**src/rtl/ct_l2cache_dirty_ctrl.sv**
```systemverilog
// ct_l2cache_dirty_ctrl
// Access controller for the L2 dirty-array single-port SRAM. After reset it
// clears every entry, then serves read / masked-write / swap requests with at
// most one SRAM access per cycle. Read data comes back two cycles after
// acceptance, with no backpressure.
module ct_l2cache_dirty_ctrl #(
   parameter int TAG_INDEX_WIDTH = 9,
   parameter int DATA_WIDTH      = 144
) (
   input  logic                       dirty_clk,
   input  logic                       dirty_rst,
   input  logic                       req_vld,
   output logic                       req_rdy,
   input  logic [1:0]                 req_op,
   input  logic [TAG_INDEX_WIDTH-1:0] req_idx,
   input  logic [DATA_WIDTH-1:0]      req_din,
   input  logic [DATA_WIDTH-1:0]      req_bwe,
   output logic                       rsp_vld,
   output logic [DATA_WIDTH-1:0]      rsp_data,
   output logic                       init_done,
   output logic                       dirty_cen,
   output logic                       dirty_gwen,
   output logic [TAG_INDEX_WIDTH-1:0] dirty_idx,
   output logic [DATA_WIDTH-1:0]      dirty_din,
   output logic [DATA_WIDTH-1:0]      dirty_wen,
   input  logic [DATA_WIDTH-1:0]      dirty_dout
);

   localparam logic [1:0] ST_INIT = 2'd0;
   localparam logic [1:0] ST_RUN  = 2'd1;
   localparam logic [1:0] ST_SWPW = 2'd2;   // second (write) cycle of a swap

   // Counter carries one extra bit: reaching 2^W means every entry was issued.
   localparam logic [TAG_INDEX_WIDTH:0] CNT_END = {1'b1, {TAG_INDEX_WIDTH{1'b0}}};
   localparam logic [TAG_INDEX_WIDTH:0] CNT_ONE = {{TAG_INDEX_WIDTH{1'b0}}, 1'b1};

   localparam logic [1:0] OP_WR   = 2'b01;
   localparam logic [1:0] OP_SWAP = 2'b10;

   logic [1:0]                 state_q,     state_d;
   logic [TAG_INDEX_WIDTH:0]   cnt_q,       cnt_d;
   logic                       cen_q,       cen_d;
   logic                       gwen_q,      gwen_d;
   logic [TAG_INDEX_WIDTH-1:0] idx_q,       idx_d;
   logic [DATA_WIDTH-1:0]      din_q,       din_d;
   logic [DATA_WIDTH-1:0]      wen_q,       wen_d;
   logic                       rd_pend_q,   rd_pend_d;
   logic                       rsp_vld_q,   rsp_vld_d;
   logic                       init_done_q, init_done_d;
   logic [TAG_INDEX_WIDTH-1:0] sw_idx_q,    sw_idx_d;
   logic [DATA_WIDTH-1:0]      sw_din_q,    sw_din_d;
   logic [DATA_WIDTH-1:0]      sw_bwe_q,    sw_bwe_d;

   // Only the swap write cycle and INIT block new requests.
   assign req_rdy    = (state_q == ST_RUN);
   assign rsp_vld    = rsp_vld_q;
   assign rsp_data   = rsp_vld_q ? dirty_dout : '0;
   assign init_done  = init_done_q;
   assign dirty_cen  = cen_q;
   assign dirty_gwen = gwen_q;
   assign dirty_idx  = idx_q;
   assign dirty_din  = din_q;
   assign dirty_wen  = wen_q;

   // Next-state and next SRAM command; idle cycles hold idx/din to avoid toggling.
   always_comb begin
      state_d     = state_q;
      cnt_d       = cnt_q;
      cen_d       = 1'b1;
      gwen_d      = 1'b1;
      idx_d       = idx_q;
      din_d       = din_q;
      wen_d       = '1;
      rd_pend_d   = 1'b0;
      rsp_vld_d   = rd_pend_q;
      init_done_d = init_done_q;
      sw_idx_d    = sw_idx_q;
      sw_din_d    = sw_din_q;
      sw_bwe_d    = sw_bwe_q;
      case (state_q)
         ST_INIT: begin
            if (cnt_q == CNT_END) begin
               state_d     = ST_RUN;
               init_done_d = 1'b1;
            end else begin
               cen_d  = 1'b0;
               gwen_d = 1'b0;
               wen_d  = '0;
               din_d  = '0;
               idx_d  = cnt_q[TAG_INDEX_WIDTH-1:0];
               cnt_d  = cnt_q + CNT_ONE;
            end
         end
         ST_RUN: begin
            if (req_vld) begin
               cen_d = 1'b0;
               idx_d = req_idx;
               if (req_op == OP_WR) begin
                  gwen_d = 1'b0;
                  din_d  = req_din;
                  wen_d  = ~req_bwe;
               end else if (req_op == OP_SWAP) begin
                  rd_pend_d = 1'b1;
                  sw_idx_d  = req_idx;
                  sw_din_d  = req_din;
                  sw_bwe_d  = req_bwe;
                  state_d   = ST_SWPW;
               end else begin
                  rd_pend_d = 1'b1;
               end
            end
         end
         ST_SWPW: begin
            cen_d   = 1'b0;
            gwen_d  = 1'b0;
            idx_d   = sw_idx_q;
            din_d   = sw_din_q;
            wen_d   = ~sw_bwe_q;
            state_d = ST_RUN;
         end
         default: begin
            state_d = ST_INIT;
            cnt_d   = '0;
         end
      endcase
   end

   // State and registered SRAM interface; reset drops any pending swap write.
   always_ff @(posedge dirty_clk) begin
      if (dirty_rst) begin
         state_q     <= ST_INIT;
         cnt_q       <= '0;
         cen_q       <= 1'b1;
         gwen_q      <= 1'b1;
         idx_q       <= '0;
         din_q       <= '0;
         wen_q       <= '1;
         rd_pend_q   <= 1'b0;
         rsp_vld_q   <= 1'b0;
         init_done_q <= 1'b0;
         sw_idx_q    <= '0;
         sw_din_q    <= '0;
         sw_bwe_q    <= '0;
      end else begin
         state_q     <= state_d;
         cnt_q       <= cnt_d;
         cen_q       <= cen_d;
         gwen_q      <= gwen_d;
         idx_q       <= idx_d;
         din_q       <= din_d;
         wen_q       <= wen_d;
         rd_pend_q   <= rd_pend_d;
         rsp_vld_q   <= rsp_vld_d;
         init_done_q <= init_done_d;
         sw_idx_q    <= sw_idx_d;
         sw_din_q    <= sw_din_d;
         sw_bwe_q    <= sw_bwe_d;
      end
   end

endmodule
```
**config.mk**
```make
export PLATFORM = sky130hd
export DESIGN_NAME = ct_l2cache_dirty_ctrl
export DESIGN_NICKNAME = d
export VERILOG_FILES = /design/src/rtl/ct_l2cache_dirty_ctrl.sv
export SDC_FILE = /design/constraint.sdc
export NUM_CORES = 1
export LEC_CHECK = 0
export BUFFER_PORTS_ARGS = -buffer_cell sky130_fd_sc_hd__buf_2
export CAP_MARGIN = 10
export CELL_PAD_IN_SITES_DETAIL_PLACEMENT = 0
export CELL_PAD_IN_SITES_GLOBAL_PLACEMENT = 1
export CORE_AREA = 2 2 344 346
export CTS_BUF_LIST = sky130_fd_sc_hd__clkbuf_16
export CTS_CLUSTER_SIZE = 28
export DETAILED_ROUTE_END_ITERATION = 8
export DIE_AREA = 0 0 346 348
export PLACE_DENSITY_LB_ADDON = 0.2
export SYNTH_ARGS = -nofsm -noshare
export SYNTH_HDL_FRONTEND = slang
export SYNTH_SLANG_ARGS = --single-unit
```
**constraint.sdc**
```tcl
create_clock -name dirty_clk -period 2.2 [get_ports dirty_clk]
set_input_delay 0.11 -clock dirty_clk [delete_from_list [all_inputs] [get_ports dirty_clk]]
set_output_delay 0.11 -clock dirty_clk [all_outputs]
set_load 0.03 [all_outputs]
```
==> flow_summary.ini, run 1 <==
[global_routing]
grt-ovfl-total = 0
grt_pass1_vias = 25100
antenna_found_initial = 13
grtUsageTotal_pct = 20.3
grt_pass1_wl_mm = 183
grt_start_max_net_pins = 134

[floorplan]
io_pins = 892
initial_core_util_pct = 20.4
die_area_um2 = 120000
coreArea_um2 = 117000
die_h_um = 348
dieWidth_um = 346
num_rows = 126

[hold_path]
hold_path.startpoint = req_bwe[107]
whs_path_depth = 3
holdPathEnd = dirty_wen[107]
hold_path_class = input port to flip-flop

[worst_setup_path]
path_delay_family = buffers and inverters
r2r-end = dirty_din[53]
path_cells = ha_4 > buf_6 > buf_2
crit_path_end_kind = primary output
path_depth = 3
reg2reg_depth = 6
cp_max_fo = 36
start_kind = flip-flop
reg2reg_from = state_q[0]
max_stage_delay_ns = 0.43
crit_type = flip-flop to primary output
rrSetupSlack_ns = 0.14
required_ns = 2.09
crit_path_top_delay_cell = dfxtp_1
cp.arrival_ns = 1.99
path_buf_inv = 2

[synthesis]
synth-edff-count = 0
synth_top_area_cell = dfxtp_1
synthTopCellsByArea = dfxtp_1 (51%), a21oi_1 (9.8%), nand2_1 (9.5%)
yosysWarnings = 0
syn_nets = 3270
syn_area_um2 = 23900
synth_seq_cells = 611
ys_types = 45
seq_area_frac_synth_pct = 51.2
syn_area_per_cell_um2 = 8.48
synthArstFlopShare_pct = 0
synth_cells = 2818
synth_ff_type = dfxtp_1
synth_top_area_share_pct = 51.2

[route]
first_iter_violations = 1743
first_pass_iters = 6
drc = 0
wl_per_cell_um = 23.3
drt-vias-per-instance = 4.67
ant_nets = 0
totalWireLength_mm = 129
vias = 25800

[clock_network]
cts_buffer_depth = 3
clkLatencyLatePin_ns = 0.66
clock_sinks = 611
cts_made_buffers = 77
cts-root-buf = clkbuf_16
cts_tree = built
htree_levels = 3
cts.reportedPaths.clkPinSlew_ns = 0.06

[final_layout]
ff_latch_area_um2 = 12200
area_delta_synth_final_pct = 51.9
final_layout_size_suffix_gt1_share_pct = 29.0
layout.nets = 4372
final_area_um2 = 36300
n_fill_cell = 12700
instances_no_fill = 5522
multi_input_area_um2 = 10400

[timing]
whs_ns = 0.223
setup_viol = 0
drv_slew = 0
worst-slew-pin-transition_ns = 0.779
fmax_mhz = 476
finClkSkew_ns = 0.0442
slew_headroom_pct = 48.0
fin_crit_ns = 2.10
post-route-period-util_pct = 95.6
setup_tns_ns = 0
hold_violations = 0
rsz0062_at_grt = false

[power_and_ir_drop]
ir_drop_v = 0.000565
leakage_nw = 14.6
p_total_mw = 32.4
p_per_area_nw_per_um2 = 893

[job]
max_cap_viol_count = 0

[outcome]
outcome = finished, final reports clean

[placement]
portBuffers = 891
dp_hpwl_mm = 92.3
placedCellCount = 5075
place.gp.congestion = 0.874
place_area_um2 = 30700
[cell usage after synthesis (2+ instances only)]
cell type,instances
a21o_1,3
a21oi_1,470
a22o_1,144
a22oi_1,9
a31oi_1,3
and2_1,145
buf_1,18
buf_2,61
buf_6,9
clkbuf_1,209
clkbuf_2,3
dfxtp_1,611
ha_1,6
inv_1,9
inv_2,2
nand2_1,602
nand2b_1,2
nand3_1,15
nand4_1,145
nor2_1,18
nor2b_1,2
nor3_1,2
o21ai_0,161
o221ai_1,144
or3_1,2
or4_1,4
[how the worst max path moves through the flow]
stage / slack (ns) / to / start
after floorplan: 0.13 / dirty_wen[100] / state_q[1]
after global placement: 0.26 / dirty_din[49] / state_q[0]
after detailed placement: 0.23 / dirty_din[105] / state_q[0]
after CTS: 0.04 / req_rdy / state_q[0]
after global routing: 0.02 / req_rdy / state_q[0]
final: 0.1 / req_rdy / state_q[0]
[sequential cells by signal (all words and copies together) (netlist names), 2 cells and up]
| register | cells |
|---|---|
| cnt_q | 10 |
| dirty_din | 144 |
| dirty_idx | 9 |
| dirty_wen | 144 |
| state_q | 2 |
| sw_bwe_q | 144 |
| sw_din_q | 144 |
| sw_idx_q | 9 |
[routing by layer]
metal | vias up | part of all wire [%] | GRT usage [%]
met1 | 12600 | 40 | 23.7
met5 | - | 0.016 | 0
met3 | 173 | 5.9 | 4.29
li1 | 12200 | - | -
met4 | 4 | 4.0 | 7.99
met2 | 841 | 50 | 36.1
[per-stage QoR]
step,worst slack [ns],utilization [%]
floorplan,0.135,-
global placement,0.256,26.3
global route,0.0156,31.0
finish,0.0976,31.0
detailed placement,0.233,26.3
CTS,0.0352,31.0
[where the power goes]
group / internal (mW) / switching [mW]
registers: 11.9 / 0.336
logic: 2.54 / 4.80
clock network: 7.31 / 5.56
[tightest hold or removal path: stages]
cell           delay, ns
dlygate4sd3_1       0.51
buf_2               0.11
o221ai_1            0.10
[placed cells by master, fill, tap and decap left out, types with 4 or more instances in the layout]
master	count
buf_2	890
dfxtp_1	610
nand2_1	601
a21oi_1	470
dlygate4sd3_1	301
o21ai_0	161
nand4_1	145
and2_1	144
a22o_1	144
o221ai_1	144
buf_4	78
clkbuf_16	77
buf_12	51
inv_1	20
nor2_1	18
nand3_1	15
clkinv_2	15
clkinv_1	12
a22oi_1	9
diode_2	8
bufinv_16	7
clkinv_16	5
or4_1	4
clkinvlp_4	4
[kinds of logic (layout without fill, tap and decap cells)]
family / count (synthesis) / after routing / share of synthesized area, %
and+or+nand+nor: 950 / 950 / 18.5
DFF: 611 / 611 / 51.2
buffers and inverters: 312 / 1472 / 5.53
AOI/OAI and AO/OA: 939 / 939 / 24.5
other: 0 / 8 / 0
adders and majority gates: 6 / 6 / 0.314
[final cells by class]
cell class,instances,share of cell area (%)
sequential,611,33.7
multi-input combinational,1895,28.7
antenna,8,0.0551
clock buffer,77,5.31
inverter,11,0.128
clock inverter,60,1.69
tap,1536,5.29
timing repair buffer,1324,25.1
[repair_timing]
item	in CTS	in global routing
gates resized for setup	2	0
hold buffers	301	0
endpoints found under the hold margin	600	0
setup buffers	1	0
endpoints found under the setup margin	28	0
Note: power is estimated with default switching activity, not from simulation.
==> inputs of run 2 (changes only) <==
--- a/config.mk
+++ b/config.mk
@@ -5,15 +5,16 @@
 export SDC_FILE = /design/constraint.sdc
 export NUM_CORES = 1
 export LEC_CHECK = 0
+export ABC_AREA = 1
 export BUFFER_PORTS_ARGS = -buffer_cell sky130_fd_sc_hd__buf_2
 export CAP_MARGIN = 10
 export CELL_PAD_IN_SITES_DETAIL_PLACEMENT = 0
 export CELL_PAD_IN_SITES_GLOBAL_PLACEMENT = 1
-export CORE_AREA = 2 2 344 346
+export CORE_AREA = 2 2 343 345
 export CTS_BUF_LIST = sky130_fd_sc_hd__clkbuf_16
 export CTS_CLUSTER_SIZE = 28
 export DETAILED_ROUTE_END_ITERATION = 8
-export DIE_AREA = 0 0 346 348
+export DIE_AREA = 0 0 345 347
 export PLACE_DENSITY_LB_ADDON = 0.2
 export SYNTH_ARGS = -nofsm -noshare
 export SYNTH_HDL_FRONTEND = slang
==> run 2 against run 1 <==
  * Die area fell by 0.58%
  * Worst setup slack got worse by 0.024 ns
  * Sequential cell count did not move
  * Clock-buffer cell count did not move
  * First-iteration DRC count rose by 4.1%
  * Clock skew fell by 0.020 ns
  * Sequential share of layout area fell by 2.0 points
  * Global-route usage fell by 0.36 points
  * Via count rose by 10%
  * Wire length fell by 3.4%
  * Fmax fell by 1.1%
  * Critical path type unchanged
==> flow_summary.ini, run 2 <==
[floorplan]
initial_core_util_pct = 23.0
io_pins = 892
coreArea_um2 = 116000
dieWidth_um = 345
die_h_um = 347
num_rows = 125
die_area_um2 = 120000

[timing]
drv_slew = 0
worst_slack_ns = 0.0739
finClkSkew_ns = 0.0244
fin_crit_ns = 2.13
whs_ns = 0.111
slew_headroom_pct = 36.0
rsz0062_at_grt = false
post-route-period-util_pct = 96.6
setup_viol = 0
worst-slew-pin-transition_ns = 0.960
fmax_mhz = 470
hold_violations = 0
setup_tns_ns = 0

[synthesis]
synth-edff-count = 0
synth_ff_type = dfxtp_1
syn_nets = 4387
synth_top_area_share_pct = 45.9
yosysWarnings = 0
synth_most_common_cell = nand2_1
syn_area_per_cell_um2 = 6.77
seq_area_frac_synth_pct = 45.9
synth_commonest_cells = nand2_1 (962), nor2_1 (761), dfxtp_1 (611)
synth_top_area_cell = dfxtp_1
synth_seq_cells = 611
synthArstFlopShare_pct = 0
synthTopCellsByArea = dfxtp_1 (46%), nand2_1 (14%), nor2_1 (11%)
synth_cells = 3935
ys_types = 30
syn_area_um2 = 26600

[clock_network]
clkLatencyLatePin_ns = 0.66
htree_levels = 3
cts.reportedPaths.clkPinSlew_ns = 0.06
cts_buffer_depth = 3
cts-root-buf = clkbuf_16
cts_made_buffers = 77
postCtsSetupRepairBufs = 0
cts_tree = built
clock_sinks = 611

[route]
drt-vias-per-instance = 4.31
first_pass_iters = 5
totalWireLength_mm = 124
vias = 28400
wl_per_cell_um = 18.8
drc = 0
first_iter_violations = 1814
ant_nets = 0

[final_layout]
final_area_um2 = 38600
area_delta_synth_final_pct = 44.7
final_layout_size_suffix_gt1_share_pct = 23.8
layout_common_cells = nand2_1 (955), buf_2 (889), nor2_1 (761)
layout.nets = 5458
n_fill_cell = 12700
final_common_cell = nand2_1
final_util_pct = 33.3

[placement]
portBuffers = 891
place.gp.congestion = 1.02
dp_hpwl_mm = 85.9
post-place-ws_ns = 0.131
place_area_um2 = 33000

[power_and_ir_drop]
comb_power_share_pct = 17.6
ir_drop_v = 0.000689
switching_share_pct = 30.2
p_sw_mw = 9.00
p_per_area_nw_per_um2 = 774
cellInternalPower_mw = 20.8
seqPwrFrac_pct = 40.1
leakage_nw = 20.4
clkPwrFrac_pct = 42.3

[hold_path]
hold_path_class = input port to flip-flop
whs_path_depth = 6

[worst_setup_path]
required_ns = 2.09
start_kind = flip-flop
cp_max_fo = 32
crit_path_end_kind = primary output
reg2reg_depth = 7
cp.arrival_ns = 2.02
crit_type = flip-flop to primary output

[global_routing]
antenna_found_initial = 18
grt_pass1_wl_mm = 183
grt_start_max_net_pins = 168
grtUsageTotal_pct = 19.9
grt_pass1_vias = 27700
grt-ovfl-total = 0

[job]
max_cap_viol_count = 0

[outcome]
outcome = finished, final reports clean
-- run 2: worst max-delay path: stages (launching register included) --
cell	delay, ns
dfxtp_4	0.43
buf_12	0.20
buf_16	0.20
nand2_1	0.18
inv_1	0.12
buf_2	0.21
-- run 2: power groups by stage --
| stage | combinational, mW | clock (mW) | sequential, mW |
|---|---|---|---|
| after floorplan | 1.85 | 0 | 13.2 |
| after CTS | 5.32 | 13.1 | 12.0 |
| after detailed placement | 4.84 | 0 | 12.2 |
| final | 5.24 | 12.6 | 12.0 |
| after global routing | 5.72 | 13.6 | 12.0 |
| after global placement | 4.86 | 0 | 12.2 |
-- run 2: worst paths after layout --
check,start,to,slack (ns)
worst max-delay path,rsp_vld,rsp_data[81],0.07
worst min-delay path,req_vld,dirty_din[108],0.11
worst max register to register,state_q[0],dirty_din[34],0.21
worst min register to register,init_done,init_done,0.46
-- run 2: kinds of logic after synthesis --
| group | after synthesis | share of synthesized area (%) |
|---|---|---|
| AOI/OAI and AO/OA | 557 | 11.2 |
| xor gates and xnor gates | 1 | 0.0329 |
| adders and majority gates | 6 | 0.282 |
| buffers and inverters | 756 | 11.6 |
| DFF | 611 | 45.9 |
| muxes | 1 | 0.0376 |
| and+or+nand+nor | 2003 | 30.9 |
-- run 2: per-stage QoR --
step | power [mW] | instances
floorplan | 15.1 | 3935
global placement | 17.1 | 6149
detailed placement | 17.0 | 6149
CTS | 30.4 | 6586
global route | 31.3 | 6594
finish | 29.8 | 6594
-- run 2: area by class of cell --
class                      count  area (µm²)  share of cell area (%)
inverter                     467        1780                    4.61
tap                         1524        1910                    4.95
clock inverter                58         554                    1.44
antenna                        8        20.0                  0.0519
multi-input combinational   2568       11400                    29.5
sequential                   611       12200                    31.7
clock buffer                  77        1930                    5.00
timing repair buffer        1281        8740                    22.7
-- run 2: layer usage --
metal / up-vias / share of wire, % / global-route usage (%)
met5: - / 0.074 / 0
met2: 859 / 45 / 32.0
met4: 14 / 4.2 / 8.29
met3: 160 / 7.1 / 5.76
met1: 13100 / 44 / 25.0
li1: 14300 / - / -
-- run 2: timing repair --
| action | CTS | global route |
|---|---|---|
| pin swaps | 0 | 0 |
| cloned | 1 | 0 |
| setup endpoints to repair | 10 | 17 |
| hold buffers | 301 | 0 |
| endpoints found under the hold margin | 590 | 0 |
| resized for setup | 1 | 15 |
